<file path="src/rtl/mmio_arbiter.sv">
// Two-requester round-robin arbiter and sequencer for the shared single-beat
// MMIO write bus. Each grant produces exactly one mmio_req strobe, then waits
// for mmio_done (or a timeout) and returns a one-cycle completion to the
// winning requester.
`timescale 1ns/1ps
module mmio_arbiter #(
  parameter int TIMEOUT = 15
) (
  input  logic        clock,
  input  logic        reset,
  input  logic        m0_req,
  input  logic [15:0] m0_addr,
  input  logic [7:0]  m0_data,
  output logic        m0_done,
  output logic        m0_err,
  input  logic        m1_req,
  input  logic [15:0] m1_addr,
  input  logic [7:0]  m1_data,
  output logic        m1_done,
  output logic        m1_err,
  output logic [15:0] mmio_addr,
  output logic [7:0]  mmio_data,
  output logic        mmio_req,
  input  logic        mmio_done,
  output logic        grant,
  output logic        busy
);

  typedef enum logic [1:0] {
    S_IDLE     = 2'd0,
    S_ISSUE    = 2'd1,
    S_WAIT     = 2'd2,
    S_COMPLETE = 2'd3
  } state_t;

  // Last WAIT-cycle count value before the transaction is abandoned.
  localparam logic [7:0] C_TO_LAST = 8'(TIMEOUT - 1);

  state_t      r_state;
  logic        r_last_grant;
  logic        r_grant;
  logic        r_err;
  logic [7:0]  r_cnt;
  logic [15:0] r_addr;
  logic [7:0]  r_data;
  logic        w_pick;

  // Requester that wins if IDLE grants this cycle: a lone requester wins,
  // a tie goes to whoever did not win last time.
  always_comb begin
    w_pick = 1'b0;
    if (m0_req && m1_req) begin
      w_pick = ~r_last_grant;
    end else if (m1_req) begin
      w_pick = 1'b1;
    end
  end

  // Transaction sequencer: grant, strobe, wait with timeout, complete.
  always_ff @(posedge clock or negedge reset) begin
    if (!reset) begin
      r_state      <= S_IDLE;
      r_last_grant <= 1'b1;
      r_grant      <= 1'b0;
      r_err        <= 1'b0;
      r_cnt        <= 8'd0;
      r_addr       <= 16'd0;
      r_data       <= 8'd0;
    end else begin
      case (r_state)
        S_IDLE: begin
          if (m0_req || m1_req) begin
            r_grant      <= w_pick;
            r_last_grant <= w_pick;
            r_addr       <= w_pick ? m1_addr : m0_addr;
            r_data       <= w_pick ? m1_data : m0_data;
            r_state      <= S_ISSUE;
          end
        end
        S_ISSUE: begin
          r_cnt <= 8'd0;
          if (mmio_done) begin
            r_err   <= 1'b0;
            r_state <= S_COMPLETE;
          end else begin
            r_state <= S_WAIT;
          end
        end
        S_WAIT: begin
          // A done arriving on the timeout cycle still counts as success.
          if (mmio_done) begin
            r_err   <= 1'b0;
            r_state <= S_COMPLETE;
          end else if (r_cnt == C_TO_LAST) begin
            r_err   <= 1'b1;
            r_state <= S_COMPLETE;
          end else begin
            r_cnt <= r_cnt + 8'd1;
          end
        end
        S_COMPLETE: begin
          r_state <= S_IDLE;
        end
        default: begin
          r_state <= S_IDLE;
        end
      endcase
    end
  end

  // Outputs decode only registered state, so reset clears them at once.
  assign mmio_req  = (r_state == S_ISSUE);
  assign busy      = (r_state != S_IDLE);
  assign grant     = r_grant;
  assign mmio_addr = r_addr;
  assign mmio_data = r_data;
  assign m0_done   = (r_state == S_COMPLETE) && !r_grant;
  assign m1_done   = (r_state == S_COMPLETE) &&  r_grant;
  assign m0_err    = m0_done && r_err;
  assign m1_err    = m1_done && r_err;

endmodule

</file>
<file path="config.mk">
export PLATFORM = sky130hd
export DESIGN_NAME = mmio_arbiter
export DESIGN_NICKNAME = d
export VERILOG_FILES = /design/src/rtl/mmio_arbiter.sv
export SDC_FILE = /design/constraint.sdc
export NUM_CORES = 1
export LEC_CHECK = 0
export ABC_AREA = 1
export CAP_MARGIN = 20
export CELL_PAD_IN_SITES_DETAIL_PLACEMENT = 1
export CELL_PAD_IN_SITES_GLOBAL_PLACEMENT = 2
export CORE_ASPECT_RATIO = 1.4
export CORE_MARGIN = 10
export CORE_UTILIZATION = 25
export CTS_BUF_LIST = sky130_fd_sc_hd__clkbuf_4 sky130_fd_sc_hd__clkbuf_8
export DETAILED_ROUTE_END_ITERATION = 10
export GPL_ROUTABILITY_DRIVEN = 1
export PLACE_DENSITY = 0.94
export RECOVER_POWER = 100
export SLEW_MARGIN = 25
export SYNTH_ARGS = -nofsm -noshare
export SYNTH_HDL_FRONTEND = slang
export SYNTH_SLANG_ARGS = --single-unit
</file>
<file path="constraint.sdc">
create_clock -name clock -period 3.4 [get_ports clock]
set_input_delay 0.51 -clock clock [delete_from_list [all_inputs] [get_ports clock]]
set_output_delay 0.51 -clock clock [all_outputs]
set_load 0.02 [all_outputs]
</file>
==> impl_results.rst, run 1 <==
.. list-table::
   :header-rows: 1

   * - Metric
     - Value
   * - Path type of the worst min-delay path
     - register to register
   * - Die Ht
     - 124.8 µm
   * - RSZ-0062 raised after global routing
     - no
   * - Yosys Warn Count
     - 0
   * - Global-route track usage on met3
     - 4.343%
   * - Pwr Density
     - 770.6 nW/µm²
   * - Overall power of the completed layout
     - 0.002267 W
   * - Final weighted congestion in routability-driven placement
     - 0.8088
   * - Period utilization
     - 70.27%
   * - Area of the die
     - 11830 µm²
   * - Sink of the worst hold path
     - r_err$_DFFE_PN0P_
   * - Violation count after the first detailed-route iteration
     - 51
   * - Reg2Reg Capture Point
     - mmio_addr[9]$_DFFE_PN0P_
   * - Antenna violations before repair
     - 0
   * - Cells on worst reg2reg path
     - 7
   * - Fmax
     - 418.6 MHz
   * - # IOs
     - 84
   * - Post-Place Setup Slack
     - 1256 ps
   * - Largest net degree at the start of global routing
     - 51
   * - Switching power summed over all nets
     - 0.0009752 W
   * - Most Crowded Layer GR
     - met2
   * - Fraction of final layout cells sized beyond drive strength 1
     - 5.422%
   * - Final min period
     - 2389 ps
   * - Remaining DRCs
     - 0
   * - Number of nets in the layout
     - 391
   * - Failing checks
     - max-capacitance violations, max-slew violations
   * - Final worst-path setup slack
     - 1011 ps
   * - Hold violation total from the final report
     - 0
   * - VDD IR-drop max
     - 270.2 µV
   * - Main synth FF type
     - sky130_fd_sc_hd__dfrtp_1
   * - Distinct cells, synth
     - 23
   * - Number of max-capacitance violations reported
     - 1
   * - Number of global-route vias before repair
     - 2120
   * - Setup TNS Final
     - 0 ps
   * - Transition at the pin with the smallest max-transition slack
     - 2111 ps
   * - Mean instance size in the synthesized netlist
     - 7.838 µm²
   * - H-tree level count
     - 2
   * - Post-Syn Nets
     - 310
   * - Synth Register Bits
     - 37
   * - Sequential fraction of design power
     - 32.8%
   * - Worst hold path cell count
     - 2
   * - Lkg Pwr
     - 1.251 nW
   * - Launching point of the worst reg2reg path
     - r_state[0]$_DFFE_PN0P_
   * - Largest driver fanout on the critical path
     - 5
   * - Fraction of the yosys area taken by sequential cells
     - 47.32%
   * - Number of buffers between clock root and the deepest sink
     - 2
   * - Number of hold buffers added after CTS
     - 0
   * - Count of mapped cells out of synthesis
     - 250
   * - WP data required
     - 2890 ps
   * - Comb pwr share
     - 52.7%
   * - Clock tree skew after final layout
     - 8.463 ps
   * - Cts repair resizes
     - 0
   * - Residual overflow from global routing
     - 0
   * - Startpoint-to-endpoint class of the critical path
     - register to output pin
   * - Clock power share
     - 14.6%
   * - Core area
     - 7702 µm²
   * - Final setup violation count
     - 0
   * - Worst Hold Launch
     - r_err$_DFFE_PN0P_
   * - Sw Share
     - 43.02%
   * - Data arrival time of the critical path
     - 1880 ps
   * - Met1 usage in global routing
     - 11.78%
   * - Met2 track utilization from global routing
     - 18.84%
   * - Routed Wire Length
     - 6339 µm
   * - Number of filler cells placed in the layout
     - 970
   * - Critical path launch point type
     - register
   * - Total number of vias
     - 1948
   * - Outcome
     - complete, but fails checks
   * - Via count normalized by instance count
     - 4.509
   * - Buffer cell driving the clock tree root
     - sky130_fd_sc_hd__clkbuf_8
   * - IO buf count
     - 83
   * - Initial cell density of the core
     - 25.44%
   * - Layout-stage area growth over the synthesis result
     - 50.13%
   * - Post-CTS setup-driven buffer insertion count
     - 0
   * - WL per Instance
     - 14.67 µm
   * - Final standard cell utilization of the core
     - 38.19%
   * - Standard-cell row count
     - 38
   * - Die W
     - 94.82 µm
   * - TritonRoute pass-1 iters
     - 4
   * - Clock edge transition at the registers on the reported setup and hold paths
     - 80 ps
   * - Clock buffer count from CTS
     - 5
   * - Capturing element type of the critical path
     - output pin
   * - Worst relative slew slack
     - -40.73%
   * - Number of clock sinks seen by CTS
     - 37
   * - Later-pin clock latency in the skew report
     - 280 ps
   * - Final hold slack
     - 481.5 ps
   * - Wire length of the first global-routing pass
     - 10470 µm
   * - Routed Antenna Nets
     - 0
   * - HPWL reported at the end of detailed placement
     - 4972 µm
   * - EDFF count, synth
     - 0
   * - Asr flop ratio synth
     - 100.0%
   * - Global-route usage over all layers
     - 10.90%
   * - Internal cell power
     - 0.001292 W
   * - Post-synthesis cell area
     - 1959 µm²
   * - Antenna diodes
     - 0
   * - Register-to-register setup slack
     - 1290 ps
   * - Final-report max-slew violation count
     - 38
   * - CTS tree
     - built
==> synthesized netlist by cell type, types with 2 or more instances <==
library cell               n  area share [%]
sky130_fd_sc_hd__ha_1      7             4.5
sky130_fd_sc_hd__inv_2     2            0.38
sky130_fd_sc_hd__o21ai_2   2            0.89
sky130_fd_sc_hd__nand2_1  83              16
sky130_fd_sc_hd__o21ai_0   6             1.5
sky130_fd_sc_hd__nor2_1   34             6.5
sky130_fd_sc_hd__inv_1    18             3.4
sky130_fd_sc_hd__a31oi_1  24             7.7
sky130_fd_sc_hd__dfrtp_1  36              46
sky130_fd_sc_hd__o21ai_1   7             1.8
sky130_fd_sc_hd__nand3_1  10             2.6
sky130_fd_sc_hd__buf_2    10             2.6
==> cell type report <==
class / count / area, µm² / share of cell area (%)
flip-flops and latches: 37 / 927.1 / 31.52
multi-input cells: 182 / 879.6 / 29.90
clock buffers: 8 / 97.59 / 3.318
inverters: 20 / 75.07 / 2.552
well taps: 100 / 125.1 / 4.254
repair buffers: 85 / 837.1 / 28.46
==> power groups by stage <==
stage / Sequential (W) / Clock (W) / Combinational, W
4_1_cts: 0.000754 / 0.000347 / 0.00132
5_1_grt: 0.000773 / 0.000364 / 0.00135
3_3_place_gp: 0.000755 / 0 / 0.00129
3_5_place_dp: 0.000762 / 0 / 0.00132
2_1_floorplan: 0.000927 / 0 / 0.000600
6_report: 0.000742 / 0.000330 / 0.00119
==> worst max-delay path by stage <==
stage	from	to	slack, ps
after CTS	r_state[0]$_DFFE_PN0P_	busy	1050
final	r_state[0]$_DFFE_PN0P_	busy	1010
after floorplan	r_state[1]$_DFFE_PN0P_	m0_err	1810
after global routing	r_state[0]$_DFFE_PN0P_	busy	910
after global placement	m1_req	mmio_addr[0]$_DFFE_PN0P_	1320
after detailed placement	m1_req	mmio_addr[6]$_DFFE_PN0P_	1260
==> per-layer routing <==
metal	up-vias	part of all wire (%)	wire length (µm)
met2	61	50	3173
met3	6	7.7	488
li1	974	-	-
met1	907	41	2591
met5	-	0	0
met4	0	1.3	85
==> through the flow <==
| stage | std cells | area (µm²) |
|---|---|---|
| floorplan | 250 | 1959 |
| global placement | 424 | 2868 |
| detailed placement | 424 | 2868 |
| CTS | 432 | 2965 |
| global route | 432 | 2942 |
| finish | 432 | 2942 |
==> flip-flops by register name, indices dropped and copies added, names as in the netlist <==
| register | count |
|---|---|
| r_state | 2 |
| mmio_data | 8 |
| r_cnt | 8 |
| grant | 1 |
| mmio_addr | 16 |
| r_err | 1 |
| r_last_grant | 1 |
==> cell usage in the layout, fill, tap and decap left out <==
cell / synthesis / routed
sky130_fd_sc_hd__o21ai_0: 6 / 14
sky130_fd_sc_hd__nor3_1: 1 / 1
sky130_fd_sc_hd__or2_2: 1 / 1
sky130_fd_sc_hd__a211oi_1: 1 / 1
sky130_fd_sc_hd__nand3_2: 1 / 1
sky130_fd_sc_hd__clkbuf_1: 0 / 1
sky130_fd_sc_hd__clkbuf_8: 0 / 6
sky130_fd_sc_hd__inv_2: 2 / 2
sky130_fd_sc_hd__buf_4: 0 / 1
sky130_fd_sc_hd__inv_1: 18 / 18
sky130_fd_sc_hd__dfrtp_1: 36 / 36
sky130_fd_sc_hd__a31oi_1: 24 / 24
sky130_fd_sc_hd__nand2_1: 83 / 83
sky130_fd_sc_hd__dfstp_2: 1 / 1
sky130_fd_sc_hd__nand3_1: 10 / 11
sky130_fd_sc_hd__clkbuf_2: 0 / 1
sky130_fd_sc_hd__dlygate4sd3_1: 0 / 31
sky130_fd_sc_hd__ha_1: 7 / 7
sky130_fd_sc_hd__nor2_2: 1 / 1
sky130_fd_sc_hd__clkdlybuf4s50_1: 0 / 51
sky130_fd_sc_hd__clkbuf_4: 0 / 2
sky130_fd_sc_hd__o21ai_1: 7 / 1
sky130_fd_sc_hd__a21oi_1: 1 / 1
sky130_fd_sc_hd__a21oi_4: 1 / 2
sky130_fd_sc_hd__nor2_1: 34 / 34
==> cell families after synthesis <==
kind of cell    Yosys count  share of synthesized area (%)
flops                    37                          47.32
fa+ha+maj                 7                          4.470
compound gates           43                          13.79
buf+inv                  31                          7.152
simple gates            132                          27.27
==> worst max-delay path, stage by stage, from the launching register on <==
cell                            delay, ps
sky130_fd_sc_hd__dfrtp_1              410
sky130_fd_sc_hd__inv_1                120
sky130_fd_sc_hd__ha_1                 260
sky130_fd_sc_hd__inv_1                130
sky130_fd_sc_hd__dlygate4sd3_1        690
Power figures use the tool's default switching activity.
==> run 2: changes to the inputs <==
--- a/config.mk
+++ b/config.mk
@@ -11,11 +11,11 @@
 export CELL_PAD_IN_SITES_GLOBAL_PLACEMENT = 2
 export CORE_ASPECT_RATIO = 1.4
 export CORE_MARGIN = 10
-export CORE_UTILIZATION = 25
+export CORE_UTILIZATION = 21
 export CTS_BUF_LIST = sky130_fd_sc_hd__clkbuf_4 sky130_fd_sc_hd__clkbuf_8
 export DETAILED_ROUTE_END_ITERATION = 10
 export GPL_ROUTABILITY_DRIVEN = 1
-export PLACE_DENSITY = 0.94
+export PLACE_DENSITY = 0.84
 export RECOVER_POWER = 100
 export SLEW_MARGIN = 25
 export SYNTH_ARGS = -nofsm -noshare
==> constraint.sdc (replaced) <==
create_clock -name clock -period 2.05 [get_ports clock]
set_input_delay 0.3075 -clock clock [delete_from_list [all_inputs] [get_ports clock]]
set_output_delay 0.3075 -clock clock [all_outputs]
set_load 0.02 [all_outputs]
==> impl_results.rst, run 2 (synthesized netlist as in run 1, its figures left out) <==
.. list-table::
   :header-rows: 1

   * - Metric
     - Value
   * - Outcome
     - finished, final reports clean
   * - Antenna violations before repair
     - 0 (unchanged)
   * - WL per Instance
     - 14.59 µm (-0.59%)
   * - Setup TNS Final
     - 0 ps (unchanged)
   * - Period utilization
     - 94.49%
   * - Critical-path cell list
     - ha_1, nand2_1, inv_1, clkdlybuf4s50_1
   * - # IOs
     - 84 (unchanged)
   * - Max stage delay on crit path
     - 600 ps (-90 ps)
   * - Final weighted congestion in routability-driven placement
     - 0.7292 (-9.8%)
   * - Post-Place Setup Slack
     - 232.3 ps (-1024 ps)
   * - Number of hold buffers added after CTS
     - 0 (unchanged)
   * - Max stage delay cell, worst path
     - sky130_fd_sc_hd__clkdlybuf4s50_1
   * - Area used by multi-input combinational logic
     - 884.6 µm² (+0.57%)
   * - Number of buffers between clock root and the deepest sink
     - 2 (unchanged)
   * - Top library cells by usage in the layout, fill and taps aside
     - sky130_fd_sc_hd__nand2_1 (83), sky130_fd_sc_hd__clkdlybuf4s50_1 (52), sky130_fd_sc_hd__dfrtp_1 (36)
   * - Capturing element type of the critical path
     - output pin
   * - Post-CTS setup-driven buffer insertion count
     - 0 (unchanged)
   * - Data arrival time of the critical path
     - 1630 ps (-250 ps)
   * - Final min period
     - 1937 ps
   * - Number of filler cells placed in the layout
     - 1108 (+14%)
   * - Number of nets in the layout
     - 395 (+1.0%)
   * - Clock power share
     - 14.9% (+0.3 points)
   * - Number of clock sinks seen by CTS
     - 37 (unchanged)
   * - Number of global-route vias before repair
     - 2217 (+4.6%)
   * - Clock edge transition at the registers on the reported setup and hold paths
     - 80 ps (about the same)
   * - Final setup violation count
     - 0 (unchanged)
   * - Buffer cell driving the clock tree root
     - sky130_fd_sc_hd__clkbuf_8
   * - Pwr Density
     - 1286 nW/µm² (+67%)
   * - Residual overflow from global routing
     - 0 (unchanged)
   * - Comb pwr share
     - 52.4% (-0.3 points)
   * - Final worst-path setup slack
     - 113.0 ps (-897.9 ps)
   * - WP data required
     - 1740 ps (-1150 ps)
   * - Fraction of final layout cells sized beyond drive strength 1
     - 5.952% (+0.53 points)
   * - Final instance area
     - 2955 µm² (+0.47%)
   * - Worst relative slew slack
     - 5.656% (+46 points)
   * - Clock buffer count from CTS
     - 5 (unchanged)
   * - Total number of vias
     - 1943 (-0.26%)
   * - Initial cell density of the core
     - 21.58% (-3.9 points)
   * - Sequential fraction of design power
     - 32.7% (about the same)
   * - Final standard cell utilization of the core
     - 32.55% (-5.6 points)
   * - Via count normalized by instance count
     - 4.386 (-2.7%)
   * - Standard-cell row count
     - 41 (+7.9%)
   * - Critical path launch point type
     - register
   * - Switching power summed over all nets
     - 0.001661 W (+70%)
   * - IO buf count
     - 83 (unchanged)
   * - Layout-stage area growth over the synthesis result
     - 50.83%
   * - Area occupied by registers
     - 927.1 µm² (unchanged)
   * - Clock tree skew after final layout
     - 5.587 ps (-2.875 ps)
   * - Startpoint-to-endpoint class of the critical path
     - register to output pin
   * - CTS tree
     - built
   * - Die Ht
     - 134.3 µm (+7.6%)
   * - TritonRoute pass-1 iters
     - 4 (unchanged)
   * - Number of max-capacitance violations reported
     - 0 (-1)
   * - Path type of the worst min-delay path
     - input port to async pin
   * - VDD IR-drop max
     - 429.0 µV (+59%)
   * - Lkg Pwr
     - 1.247 nW (-0.32%)
   * - Die W
     - 101.6 µm (+7.2%)
   * - Antenna diodes
     - 0 (unchanged)
   * - Later-pin clock latency in the skew report
     - 290 ps (about the same)
   * - Wire length of the first global-routing pass
     - 10800 µm (+3.1%)
   * - Max FFs per register
     - 16 (unchanged)
   * - Violation count after the first detailed-route iteration
     - 44 (-14%)
   * - Core area
     - 9080 µm² (+18%)
   * - Routed Wire Length
     - 6462 µm (+1.9%)
   * - Largest net degree at the start of global routing
     - 51 (unchanged)
   * - Routed Antenna Nets
     - 0 (unchanged)
   * - HPWL reported at the end of detailed placement
     - 5222 µm (+5.0%)
   * - Area of the die
     - 13650 µm² (+15%)
   * - Commonest non-fill, non-tap cell in the layout
     - sky130_fd_sc_hd__nand2_1
   * - Largest driver fanout on the critical path
     - 5 (unchanged)
   * - RSZ-0062 raised after global routing
     - no
   * - H-tree level count
     - 2 (unchanged)
   * - Transition at the pin with the smallest max-transition slack
     - 1415 ps (-695.8 ps)
   * - Remaining DRCs
     - 0 (unchanged)
   * - Internal cell power
     - 0.002140 W (+66%)
   * - Global-route usage over all layers
     - 10.01% (-0.89 points)
   * - Cell area reported after detailed placement
     - 2919 µm² (+1.8%)
   * - Sw Share
     - 43.70% (+0.68 points)
   * - Fmax
     - 516.3 MHz
   * - First element of the critical path
     - r_state[1]$_DFFE_PN0P_
   * - Final-report max-slew violation count
     - 0 (-100%)
   * - Hold violation total from the final report
     - 0 (unchanged)
   * - Launching point of the worst reg2reg path
     - r_state[0]$_DFFE_PN0P_
-- run 2: final timing paths --
kind / slack, ps / cells past startpoint / end
setup / recovery: 110 / 4 / m1_done
hold / removal: 330 / 1 / r_cnt[5]$_DFFE_PN0P_
setup reg to reg: 220 / 7 / mmio_addr[1]$_DFFE_PN0P_
hold reg to reg: 490 / 2 / r_err$_DFFE_PN0P_
max in group asynchronous: 720 / 2 / r_cnt[7]$_DFFE_PN0P_
min in group clock: 490 / 2 / r_err$_DFFE_PN0P_
-- run 2: power groups by stage --
stage	combinational, W	clock [W]	sequential, W
after floorplan	0.000996	0	0.00154
after global placement	0.00220	0	0.00126
after detailed placement	0.00225	0	0.00127
after CTS	0.00225	0.000592	0.00126
after global routing	0.00226	0.000622	0.00129
final	0.00199	0.000567	0.00124
-- run 2: critical path, delay by kind of cell, from the launching register on --
kind | cells | cell delay (ps)
buffers and inverters | 2 | 660
adder cells (fa/ha/maj) | 1 | 190
flip-flops | 1 | 420
AND/OR/NAND/NOR | 1 | 70
-- run 2: cell type report --
type,instances,share of cell area (%)
well taps,107,4.530
flip-flops and latches,37,31.37
repair buffers,89,28.32
clock buffers,8,3.302
multi-input cells,182,29.93
inverters,20,2.540
-- run 2: per-layer routing --
layer,wire length [µm],GRT usage [%],vias to the layer above
met1,2306,9.027,899
met5,0,0,-
li1,-,-,978
met4,110,3.429,0
met2,3280,18.04,58
met3,765,5.707,8
-- run 2: per-stage QoR --
step                hold WS [ps]  total power [W]  instances
floorplan                  11.91         0.002533        250
global placement           354.0         0.003458        435
detailed placement         356.3         0.003525        435
CTS                        29.59         0.004103        443
global route               454.2         0.004169        443
finish                     328.8         0.003801        443
-- run 2: timing repair --
action                                  4_1_cts  5_1_grt
endpoints found under the setup margin        2        3
gates resized for setup                       2        3
pin swaps                                     0        0
hold endpoints to repair                      0        0
==> run 3: changes to the inputs <==
--- a/config.mk
+++ b/config.mk
@@ -13,6 +13,7 @@
 export CORE_MARGIN = 10
 export CORE_UTILIZATION = 21
 export CTS_BUF_LIST = sky130_fd_sc_hd__clkbuf_4 sky130_fd_sc_hd__clkbuf_8
+export CTS_CLUSTER_SIZE = 24
 export DETAILED_ROUTE_END_ITERATION = 10
 export GPL_ROUTABILITY_DRIVEN = 1
 export PLACE_DENSITY = 0.84
==> results of run 3 <==
Final layout, timing and power as in run 2 (identical DEF).
